<file path="config.mk">
export PLATFORM = sky130hd
export DESIGN_NAME = pcm_fifo_sync
export DESIGN_NICKNAME = d
export VERILOG_FILES = /design/src/rtl/pcm_fifo_pkg.sv /design/src/rtl/pcm_fifo_ram.sv /design/src/rtl/pcm_fifo_sync.sv
export SDC_FILE = /design/constraint.sdc
export NUM_CORES = 1
export LEC_CHECK = 0
export ABC_CLOCK_PERIOD_IN_PS = 3500
export BUFFER_PORTS_ARGS = -buffer_cell sky130_fd_sc_hd__buf_2
export CAP_MARGIN = 20
export CORE_MARGIN = 3
export CORE_UTILIZATION = 55
export CTS_CLUSTER_DIAMETER = 30
export DETAILED_ROUTE_END_ITERATION = 12
export PLACE_DENSITY_LB_ADDON = 0.08
export REMOVE_ABC_BUFFERS = 1
export SYNTH_ARGS = -nofsm -noshare
export SYNTH_HDL_FRONTEND = slang
export SYNTH_SLANG_ARGS = --single-unit
</file>
<file path="constraint.sdc">
create_clock -name clock -period 3.5 [get_ports clock]
set_input_delay 1.05 -clock clock [delete_from_list [all_inputs] [get_ports clock]]
set_output_delay 1.05 -clock clock [all_outputs]
set_load 0.05 [all_outputs]
</file>
<file path="src/rtl/pcm_fifo_pkg.sv">
// PCM FIFO shared helpers: width math and
// configuration sanity check.
package pcm_fifo_pkg;

  function automatic int clog2(input int n);
    int r;
    r = 0;
    while ((1 << r) < n) r++;
    return r;
  endfunction

  function automatic int addr_w(input int depth);
    return (depth < 2) ? 1 : clog2(depth);
  endfunction

  function automatic int lvl_w(input int depth);
    return clog2(depth) + 1;
  endfunction

  function automatic bit cfg_ok(
    input int width,
    input int depth,
    input int ae,
    input int af
  );
    return (width >= 1) && (width <= 32) &&
           (depth >= 4) && (depth <= 1024) &&
           ((depth & (depth - 1)) == 0) &&
           (ae < af) && (af <= depth);
  endfunction

endpackage

</file>
<file path="src/rtl/pcm_fifo_ram.sv">
// PCM FIFO storage array; read port is registered,
// or asynchronous when PCM_FIFO_FWFT_EN is defined.
module pcm_fifo_ram
  import pcm_fifo_pkg::*;
#(
  parameter int WIDTH = 16,
  parameter int DEPTH = 16,
  parameter int AW    = 4
) (
  input  logic             clk,
  input  logic             rst_n,
  input  logic             we,
  input  logic [AW-1:0]    waddr,
  input  logic [WIDTH-1:0] wdata,
  input  logic             re,
  input  logic [AW-1:0]    raddr,
  output logic [WIDTH-1:0] rdata
);

  logic [WIDTH-1:0] mem [DEPTH];

  always_ff @(posedge clk) begin
    if (we) mem[waddr] <= wdata;
  end

`ifdef PCM_FIFO_FWFT_EN
  logic unused_ok;
  assign unused_ok = ^{rst_n, re};
  assign rdata = mem[raddr];
`else
  // Read-before-write: a pop on a full FIFO sees the old word.
  always_ff @(posedge clk or negedge rst_n) begin
    if (!rst_n) rdata <= '0;
    else if (re) rdata <= mem[raddr];
  end
`endif

endmodule

</file>
<file path="src/rtl/pcm_fifo_sync.sv">
// PCM sample FIFO with level, thresholds, sticky errors, flush.
// Define PCM_FIFO_FWFT_EN for first-word-fall-through output.
module pcm_fifo_sync
  import pcm_fifo_pkg::*;
#(
  parameter  int WIDTH     = 16,
  parameter  int DEPTH     = 16,
  parameter  int AF_THRESH = DEPTH - 2,
  parameter  int AE_THRESH = 2,
  localparam int AW        = addr_w(DEPTH),
  localparam int LW        = lvl_w(DEPTH)
) (
  input  logic             clock,
  input  logic             reset,
  input  logic             flush,
  input  logic             wr,
  input  logic [WIDTH-1:0] din,
  input  logic             rd,
  output logic [WIDTH-1:0] dout,
  output logic             full,
  output logic             empty,
  output logic             almost_full,
  output logic             almost_empty,
  output logic [LW-1:0]    level,
  output logic             overflow,
  output logic             underflow
);

  if (!cfg_ok(WIDTH, DEPTH, AE_THRESH, AF_THRESH)) begin : g_cfg_bad
    $error("pcm_fifo_sync: bad DEPTH/threshold setup");
  end

  localparam logic [LW-1:0] DEPTH_L = LW'(DEPTH);
  localparam logic [LW-1:0] AF_L    = LW'(AF_THRESH);
  localparam logic [LW-1:0] AE_L    = LW'(AE_THRESH);

  logic [LW-1:0] wr_ptr;
  logic [LW-1:0] rd_ptr;
  logic [LW-1:0] level_nxt;
  logic          wr_acc;
  logic          rd_acc;

  assign wr_acc = wr && (!full || rd);
  assign rd_acc = rd && !empty;

  always_comb begin
    level_nxt = level;
    unique case (1'b1)
      (wr_acc && !rd_acc): level_nxt = level + 1'b1;
      (rd_acc && !wr_acc): level_nxt = level - 1'b1;
      default: ;
    endcase
  end

  always_ff @(posedge clock or negedge reset) begin
    if (!reset) begin
      wr_ptr       <= '0;
      rd_ptr       <= '0;
      level        <= '0;
      full         <= 1'b0;
      empty        <= 1'b1;
      almost_full  <= 1'b0;
      almost_empty <= 1'b1;
      overflow     <= 1'b0;
      underflow    <= 1'b0;
    end else if (flush) begin
      wr_ptr       <= '0;
      rd_ptr       <= '0;
      level        <= '0;
      full         <= 1'b0;
      empty        <= 1'b1;
      almost_full  <= 1'b0;
      almost_empty <= 1'b1;
      overflow     <= 1'b0;
      underflow    <= 1'b0;
    end else begin
      if (wr_acc) wr_ptr <= wr_ptr + 1'b1;
      if (rd_acc) rd_ptr <= rd_ptr + 1'b1;
      level        <= level_nxt;
      full         <= (level_nxt == DEPTH_L);
      empty        <= (level_nxt == '0);
      almost_full  <= (level_nxt >= AF_L);
      almost_empty <= (level_nxt <= AE_L);
      overflow     <= overflow | (wr && full && !rd);
      underflow    <= underflow | (rd && empty);
    end
  end

  pcm_fifo_ram #(
    .WIDTH (WIDTH),
    .DEPTH (DEPTH),
    .AW    (AW)
  ) u_ram (
    .clk   (clock),
    .rst_n (reset),
    .we    (wr_acc && !flush),
    .waddr (wr_ptr[AW-1:0]),
    .wdata (din),
    .re    (rd_acc && !flush),
    .raddr (rd_ptr[AW-1:0]),
    .rdata (dout)
  );

endmodule

</file>
==> flow_summary.toml, run 1 <==
[yosys]
ys_seq_area_frac = 0.751
async_reset_ff_frac = 0.120
postSynthCellCount = 553
avgSynthCellArea_sq_um = 20.6
synth_edf_count = 256
synth_top_cells_by_area = "edfxtp_1 67%, mux4_2 13%, dfrtp_1 7.2%"
ys_warn_count = 0
yosysTopAreaCell = "edfxtp_1"
ys_seq_elements = 291
ys_types = 41
synth_top_flop_cell = "edfxtp_1"
syn-cell-area_sq_um = 11400
netlist.area_leader.share = 0.674

[critical_path]
critical-path-max-stage-delay_ns = 0.29
cp-end-kind = "flop"
start_kind = "input port"
arrival_ns = 3.27
crit_chain = "buf_2, inv_1, nand2_1, nand2_1, ha_1, xor2_1, ha_1, a21oi_1, mux2i_1, xor2_1, o211ai_1, o21ai_0"
crit_slowest_cell = "ha_1"
worst-setup-path-type = "input port to flop"
cp_max_fo = 8
cp.required_ns = 3.93

[cells_and_area]
multi_input_area_sq_um = 2670
diodes = 0
area_delta_synth_final_pct = 21.0
final_nets = 680
drive_gt1_frac = 0.353
final_cell_mix = "256 x edfxtp_1, 64 x mux4_2, 49 x clkbuf_16, 47 x buf_2, 30 x dfrtp_1"
seq_area_sq_um = 8570
final_cell_area_sq_um = 13800
fillCellCount = 1313
mostFrequentLayoutCell = "edfxtp_1"

[floorplanning]
fp.dieW_microns = 150
initial_core_util = 0.562
num_rows = 52
fp.dieArea_sq_um = 22500
io_pins = 48
coreArea_sq_um = 20300
die_h_microns = 150

[min_path]
hold_class = "input port to async pin"

[timing]
max_slew_margin = 0.393
finalCritPeriodShare = 0.811
worst_pin_slew_ns = 0.907
report.final.slew_viol_count = 0
grt_setup_unrepaired = "false"
period_needed_ns = 2.84
hold_viol = 0
fin_skew_ns = 0.0117
whs_ns = 0.458
fmax_ghz = 0.352
setup-violations-final = 0

[place]
io_buffers = 47
gp_congestion = 0.747
dp_hpwl_mm = 13.4
post_dp_cell_area_sq_um = 12100

[route]
wl_per_cell_microns = 25.3
route.detailed.drc = 0
first_iter_violations = 347
drt_first_pass_iters = 4
ant_nets = 0
routed_via_density = 6.00
vias = 5744
finalWirelength_mm = 24.2

[cts]
cts_tree = "yes"
postCtsSetupRepairBufs = 0
clk_latency_ns = 0.52
clockRootBuffer = "clkbuf_16"
cts.sinks = 291
htreeDepth = 2
clk_pin_slew_ns = 0.05
postCtsHoldBufs = 0
cts_buffer_depth = 3
cts_resized = 0
cts_buffers = 46

[status]
status = "finished clean"

[grt]
gr-total-overflow = 0
grt_pass1_wl_mm = 36.9
antenna_found_initial = 1
grt_max_degree = 65
first_global_vias = 6143
grt_usage = 0.226

[power_and_ir_drop]
vdd_drop_max_mv = 0.470
powerDensity_nw_per_um2 = 742
leakage_nw = 4.72

[flow_run]
cap_violations = 0
## worst max-delay path, delay by kind of cell
family | cells | cell delay [ns]
buf+inv | 2 | 0.15
fa+ha+maj | 2 | 0.52
simple gates | 2 | 0.18
compound gates | 3 | 0.62
xor+xnor | 2 | 0.48
mux | 1 | 0.24
## layer usage
layer,wire (microns),global-route usage
met2,12200,0.374
met4,495,0.0640
met5,11,0
met1,10000,0.313
met3,1440,0.0439
## cell families (layout without fill, tap and decap cells)
kind of cell	Yosys count	after routing	synth area share
adder cells (fa/ha/maj)	8	8	0.00878
AND/OR/NAND/NOR	70	70	0.0322
buffers and inverters	38	173	0.0147
multiplexers	100	100	0.160
flip-flops	291	291	0.751
AO/OA/AOI/OAI	35	35	0.0248
XOR/XNOR	11	11	0.00845
## sequential cells by signal, indices dropped and copies added (netlist names), 4 cells and up
signal,flops
u_ram.mem,256
u_ram.rdata,16
level,5
rd_ptr,4
wr_ptr,4
## synth_stat cells (all sizes together), types with 8 or more instances
cell    count
inv         8
ha          8
mux2       16
a221o      16
buf        13
clkbuf     17
nor2       16
nor3       19
mux4       64
dfrtp      33
and2       12
mux2i      20
edfxtp    256
## metrics by stage
stage	util	setup WS, ns	power [mW]	std cells	TNS (ns)
after global routing	0.679	0.420	10.6	958	0
final	0.679	0.660	10.2	958	0
after floorplan	-	-0.459	5.22	523	-7.31
after detailed placement	0.596	0.153	5.59	871	0
after CTS	0.677	0.681	10.3	956	0
after global placement	0.596	0.290	5.57	871	0
## worst paths after layout
| kind | from | end | slack (ns) | depth (start not counted) |
|---|---|---|---|---|
| hold / removal | reset | u_ram.rdata[15]$_DFFE_PN0P_ | 0.46 | 1 |
| setup / recovery | rd | empty$_DFF_PN1_ | 0.66 | 12 |
| min in group clock | overflow$_DFF_PN0_ | overflow$_DFF_PN0_ | 0.49 | 2 |
| hold reg to reg | overflow$_DFF_PN0_ | overflow$_DFF_PN0_ | 0.49 | 2 |
| max in group asynchronous | reset | empty$_DFF_PN1_ | 2.46 | 2 |
| setup reg to reg | full$_DFF_PN0_ | empty$_DFF_PN1_ | 0.92 | 10 |
## area by class of cell
type                    count  area share
clock buffers              54      0.0917
multi-input cells         224       0.193
flip-flops and latches    291       0.622
well taps                 270      0.0245
clock inverters            31      0.0279
repair buffers             80      0.0387
inverters                   8     0.00218
## where the power goes
part	switching, mW	total [mW]	internal [mW]
clock	1.59	4.71	3.13
sequential	0.122	4.06	3.94
combinational	0.904	1.46	0.555
total	2.61	10.2	7.62
Note: power is estimated with default switching activity, not from simulation.
==> run 2, diff against run 1 <==
- ABC_AREA: unset -> 1
- ABC_CLOCK_PERIOD_IN_PS: 3500 -> 2810
- clock period: 3.5 -> 2.81 ns (I/O delays scaled with it)
==> run 2 against run 1 <==
Net effect:
- count of clock-buffer cells in the layout grew 6
- critical endpoint is now empty
- largest cell class unchanged
- flip-flop and latch count is the same
- global-route usage grew 2.4 points
- largest power group unchanged
==> flow_summary.toml, run 2 <==
[yosys]
async_reset_ff_frac = 0.120
synth_top_cells_by_area = "edfxtp_1 65%, nand2_1 10%, dfrtp_1 7.0%"
avgSynthCellArea_sq_um = 11.8
synth_edf_count = 256
synthMuxAreaShare = 0
synth-simple-area-share = 0.176
ys_warn_count = 0
postSynthCellCount = 1000
synth-adder-area-share = 0.00845
yosysTopAreaCell = "edfxtp_1"
ys_seq_elements = 291
synth_top_flop_cell = "edfxtp_1"
synth-compound-area-share = 0.0587
synth-xor-area-share = 0.00148
synth_top_family_by_area = "simple AND/OR/NAND/NOR gates"
synth_common_cells = "324 x nand2_1, 256 x edfxtp_1, 137 x nand3_1"
netlist.area_leader.share = 0.649
post-synth-top-count-cell = "nand2_1"
ys_types = 30
ys_seq_area_frac = 0.723
syn-cell-area_sq_um = 11800

[critical_path]
cp_num_cells = 1
worst-path-buf-inv = 1
arrival_ns = 1.36
start_kind = "flop"
critical-path-max-stage-delay_ns = 0.56
crit_slowest_cell = "dfstp_2"
crit_chain = "buf_2"
cp_max_fo = 3
cp-end-kind = "output port"
r2r_start = "empty$_DFF_PN1_"
reg2reg_to = "almost_full$_DFF_PN0_"
cpLargestDelayFamily = "flip-flops"
r2r_slack_ns = 0.74
cp.required_ns = 1.97
worst-setup-path-type = "flop to output port"
worstRegToRegCells = 15

[cells_and_area]
largest_reg_flops = 256
reg.largest.list = "u_ram.mem x256, u_ram.rdata x16, level x5"
final_cell_mix = "324 x nand2_1, 256 x edfxtp_1, 137 x nand3_1, 69 x a21oi_1, 57 x clkbuf_16"
finalNonFillerCells = 1417
drive_gt1_frac = 0.192
utilization = 0.687
mostFrequentLayoutCell = "nand2_1"
fillCellCount = 1542
largest_register = "u_ram.mem"
area_delta_synth_final_pct = 22.2
diodes = 0
final_nets = 1124
final_cell_area_sq_um = 14500

[timing]
hold_viol = 0
worst_pin_slew_ns = 0.841
report.final.slew_viol_count = 0
setup-violations-final = 0
grt_setup_unrepaired = "false"
fin_skew_ns = 0.0276
tns_ns = 0
period_needed_ns = 2.21
max_slew_margin = 0.439
fmax_ghz = 0.453
finalCritPeriodShare = 0.785

[place]
dp_hpwl_mm = 16.4
gp_congestion = 0.811
post_dp_cell_area_sq_um = 12600
dp.cells = 1312
io_buffers = 47

[power_and_ir_drop]
powerDensity_nw_per_um2 = 917
fin_total_pwr_mw = 13.3
vdd_drop_max_mv = 0.552
leakage_nw = 5.56

[cts]
postCtsSetupRepairBufs = 0
cts_resized = 0
cts.sinks = 291
cts_tree = "yes"
htreeDepth = 2
clk_pin_slew_ns = 0.05
clk_latency_ns = 0.56
cts_buffer_depth = 3
cts_buffers = 56
postCtsHoldBufs = 0
clockRootBuffer = "clkbuf_16"

[floorplanning]
fp.dieW_microns = 153
initial_core_util = 0.562
fp.dieArea_sq_um = 23300
num_rows = 53
coreArea_sq_um = 21100
die_h_microns = 153
io_pins = 48

[route]
drt_first_pass_iters = 6
routed_via_density = 5.65
ant_nets = 0
wl_per_cell_microns = 20.6
finalWirelength_mm = 29.1
vias = 8010
first_iter_violations = 658
route.detailed.drc = 0

[flow_run]
cap_violations = 0

[grt]
grt_usage = 0.250
antenna_found_initial = 0
grt_pass1_wl_mm = 45.3
grt_max_degree = 109
gr-total-overflow = 0
first_global_vias = 8034

[min_path]
hold_class = "input port to async pin"

[status]
status = "finished clean"
==> run 2: power breakdown <==
part           leakage [nW]  switching (mW)  internal [mW]  total, mW
Combinational          1.93            1.35          0.508       1.86
Clock                 0.902            2.19           4.19       6.38
Sequential             2.73           0.131           4.90       5.03
==> run 2: kinds of logic after synthesis <==
group,Yosys count
buffers and inverters,84
adders and majority gates,8
AOI/OAI and AO/OA,117
and+or+nand+nor,498
xor gates and xnor gates,2
DFF,291
==> run 2: layout make-up <==
cell class                      count  area (sq um)  share of cell area
Tap cell                          275           344              0.0238
Sequential cell                   291          8570               0.592
Clock inverter                     45           408              0.0282
Clock buffer                       60          1450               0.100
Inverter                           29           111             0.00769
Multi-Input combinational cell    625          2950               0.204
Timing Repair Buffer               92           648              0.0448
==> run 2: worst max path at each step <==
| stage | from | endpoint | slack (ns) |
|---|---|---|---|
| 6_report | empty$_DFF_PN1_ | empty | 0.60 |
| 4_1_cts | empty$_DFF_PN1_ | empty | 0.57 |
| 3_3_place_gp | rd | almost_full$_DFF_PN0_ | 0.32 |
| 3_5_place_dp | rd | almost_full$_DFF_PN0_ | 0.23 |
| 2_1_floorplan | rd_ptr[0]$_DFFE_PN0P_ | u_ram.rdata[11]$_DFFE_PN0P_ | -1.59 |
| 5_1_grt | empty$_DFF_PN1_ | almost_full$_DFF_PN0_ | 0.56 |
==> run 2: stage by stage <==
stage               hold slack (ns)  setup slack, ns
finish                        0.265            0.603
global route                  0.283            0.561
CTS                           0.267            0.567
detailed placement            0.486            0.228
global placement              0.483            0.317
floorplan                     0.477            -1.59
==> run 2: per-layer routing <==
layer	part of all wire	track usage	routed length [microns]
met5	0	0	0
met4	0.023	0.0861	671
met3	0.062	0.0429	1800
met2	0.48	0.398	14000
met1	0.43	0.356	12600
==> run 3, diff against run 2 <==
- ABC_AREA: 1 -> 0
- ABC_CLOCK_PERIOD_IN_PS: 2810 -> 2140
- clock period: 2.81 -> 2.14 ns (I/O delays scaled with it)
==> run 3 against run 2 <==
Net effect:
- the flow now finishes with violations (negative setup slack)
- clock power is 22% higher
- utilization is 2.0 points higher
- non-clock buffer count is 24 higher
- wire length is 16% lower
==> flow_summary.toml, run 3 (synthesis gave the netlist of run 1 again) <==
[status]
status = "finished with violations"
violations = "negative setup slack"

[cts]
htreeDepth = 2
clockRootBuffer = "clkbuf_16"
clk_latency_ns = 0.54
cts_buffers = 49
cts_tree = "yes"
cts.sinks = 291
cts_buffer_depth = 3
clk_pin_slew_ns = 0.05

[floorplanning]
num_rows = 52
fp.dieArea_sq_um = 22500
coreArea_sq_um = 20300
fp.dieW_microns = 150
io_pins = 48
die_h_microns = 150
initial_core_util = 0.562

[critical_path]
crit_slowest_cell = "dfstp_2"
cp_max_fo = 3
arrival_ns = 2.69
worstRegToRegCells = 10
critical-path-max-stage-delay_ns = 0.55
start_kind = "flop"
cp-end-kind = "flop"
cp.required_ns = 2.60
crit_chain = "nor2_4, ha_4, xor2_2, ha_2, inv_2, o311ai_4, o41ai_4, xnor2_1, buf_4, a41o_1"
worst-setup-path-type = "flop to flop"

[timing]
max_slew_margin = 0.693
finalCritPeriodShare = 1.05
fin_skew_ns = 0.0173
period_needed_ns = 2.24
report.final.slew_viol_count = 0
setup_slack_ns = -0.0969
fmax_ghz = 0.447
hold_viol = 0
setup-violations-final = 4
tns_ns = -0.189
grt_setup_unrepaired = "true"
worst_pin_slew_ns = 0.456

[power_and_ir_drop]
powerDensity_nw_per_um2 = 1190
vdd_drop_max_mv = 0.994
leakage_nw = 4.98

[cells_and_area]
fillCellCount = 1236
finalNonFillerCells = 1000
multi_input_area_sq_um = 2780
mostFrequentLayoutCell = "edfxtp_1"
largest_register = "u_ram.mem"
area_delta_synth_final_pct = 25.8
drive_gt1_frac = 0.411
seq_area_sq_um = 8570
final_nets = 719
utilization = 0.706
largest_reg_flops = 256
reg.largest.list = "u_ram.mem x256, u_ram.rdata x16, level x5"
final_cell_mix = "256 x edfxtp_1, 64 x mux4_2, 54 x buf_4, 51 x clkbuf_16, 46 x buf_2"
diodes = 0

[route]
drt_first_pass_iters = 5
ant_nets = 0
vias = 5906
route.detailed.drc = 0
finalWirelength_mm = 24.6
first_iter_violations = 398
wl_per_cell_microns = 24.6
routed_via_density = 5.91

[grt]
use_met3 = 0.0448
antenna_found_initial = 0
grt_usage = 0.228
grt_max_degree = 37
met2_usage = 0.354
use_met1 = 0.331
first_global_vias = 6220
gr-total-overflow = 0
grt_busiest_layer = "met2"
grt_pass1_wl_mm = 37.3

[flow_run]
cap_violations = 0

[place]
dp.cells = 903
dp_hpwl_mm = 14.3
io_buffers = 47
post-place-ws_ns = -0.568
gp_congestion = 0.761

[min_path]
hold_class = "input port to async pin"
==> run 3: changes by cell type in the layout (fill, tap and decap cells not counted), moves of 16 or more <==
cell       before  now
a21oi_1        69    5
mux2_2          0   16
a2bb2oi_1      16    0
nor3_1          0   18
mux4_2          0   64
a221o_1         0   16
nand3_1       137    5
nand2_1       324    4
mux2i_1         0   20
==> run 3: final cells by class <==
| type | instances | area share |
|---|---|---|
| Clock inverter | 37 | 0.0267 |
| Multi-Input combinational cell | 224 | 0.194 |
| Timing Repair Buffer | 116 | 0.0657 |
| Clock buffer | 54 | 0.0905 |
| Inverter | 8 | 0.00209 |
| Tap cell | 270 | 0.0236 |
| Sequential cell | 291 | 0.598 |
==> run 3: power breakdown <==
part | total [mW] | leakage, nW | switching [mW] | internal (mW)
Combinational | 2.71 | 1.41 | 1.58 | 1.13
Sequential | 6.62 | 2.75 | 0.174 | 6.45
Clock | 7.79 | 0.821 | 2.67 | 5.12
Total | 17.1 | 4.98 | 4.42 | 12.7
==> run 3: metal layers <==
layer / share of wire / vias to the layer above
met4: 0.027 / 0
met2: 0.48 / 193
li1: - / 2573
met1: 0.44 / 3088
met5: 0 / -
met3: 0.055 / 52
==> run 3: critical path, delay by kind of cell (launching register included) <==
kind                       cells  cell delay (ns)
AOI/OAI and AO/OA              3             0.67
xor gates and xnor gates       2             0.29
adders and majority gates      2             0.39
buffers and inverters          2             0.21
DFF                            1             0.55
and+or+nand+nor                1             0.05
==> run 3: path summary, 6_finish.rpt <==
check / startpoint / endpoint / slack, ns
setup / recovery: empty$_DFF_PN1_ / almost_empty$_DFF_PN1_ / -0.1
hold / removal: reset / u_ram.rdata[8]$_DFFE_PN0P_ / 0.08
setup reg to reg: empty$_DFF_PN1_ / almost_empty$_DFF_PN1_ / -0.1
hold reg to reg: underflow$_DFF_PN0_ / underflow$_DFF_PN0_ / 0.50
max in group asynchronous: reset / almost_empty$_DFF_PN1_ / 1.75
min in group clock: din[8] / u_ram.mem[12][8]$_DFFE_PP_ / 0.48
==> run 3: metrics by stage <==
stage / total power [mW] / hold WS (ns) / area [sq um]
2_1_floorplan: 8.54 / 0.346 / 11300
3_3_place_gp: 9.25 / 0.475 / 12500
3_5_place_dp: 9.29 / 0.490 / 12500
4_1_cts: 17.2 / 0.0801 / 14200
5_1_grt: 17.7 / 0.0799 / 14300
6_report: 17.1 / 0.0829 / 14300
==> run 3: timing repair <==
item	CTS	global route
pin swaps	6	6
buffers inserted	4	2
setup endpoints to repair	6	7
resized for setup	10	17
hold buffers	0	0
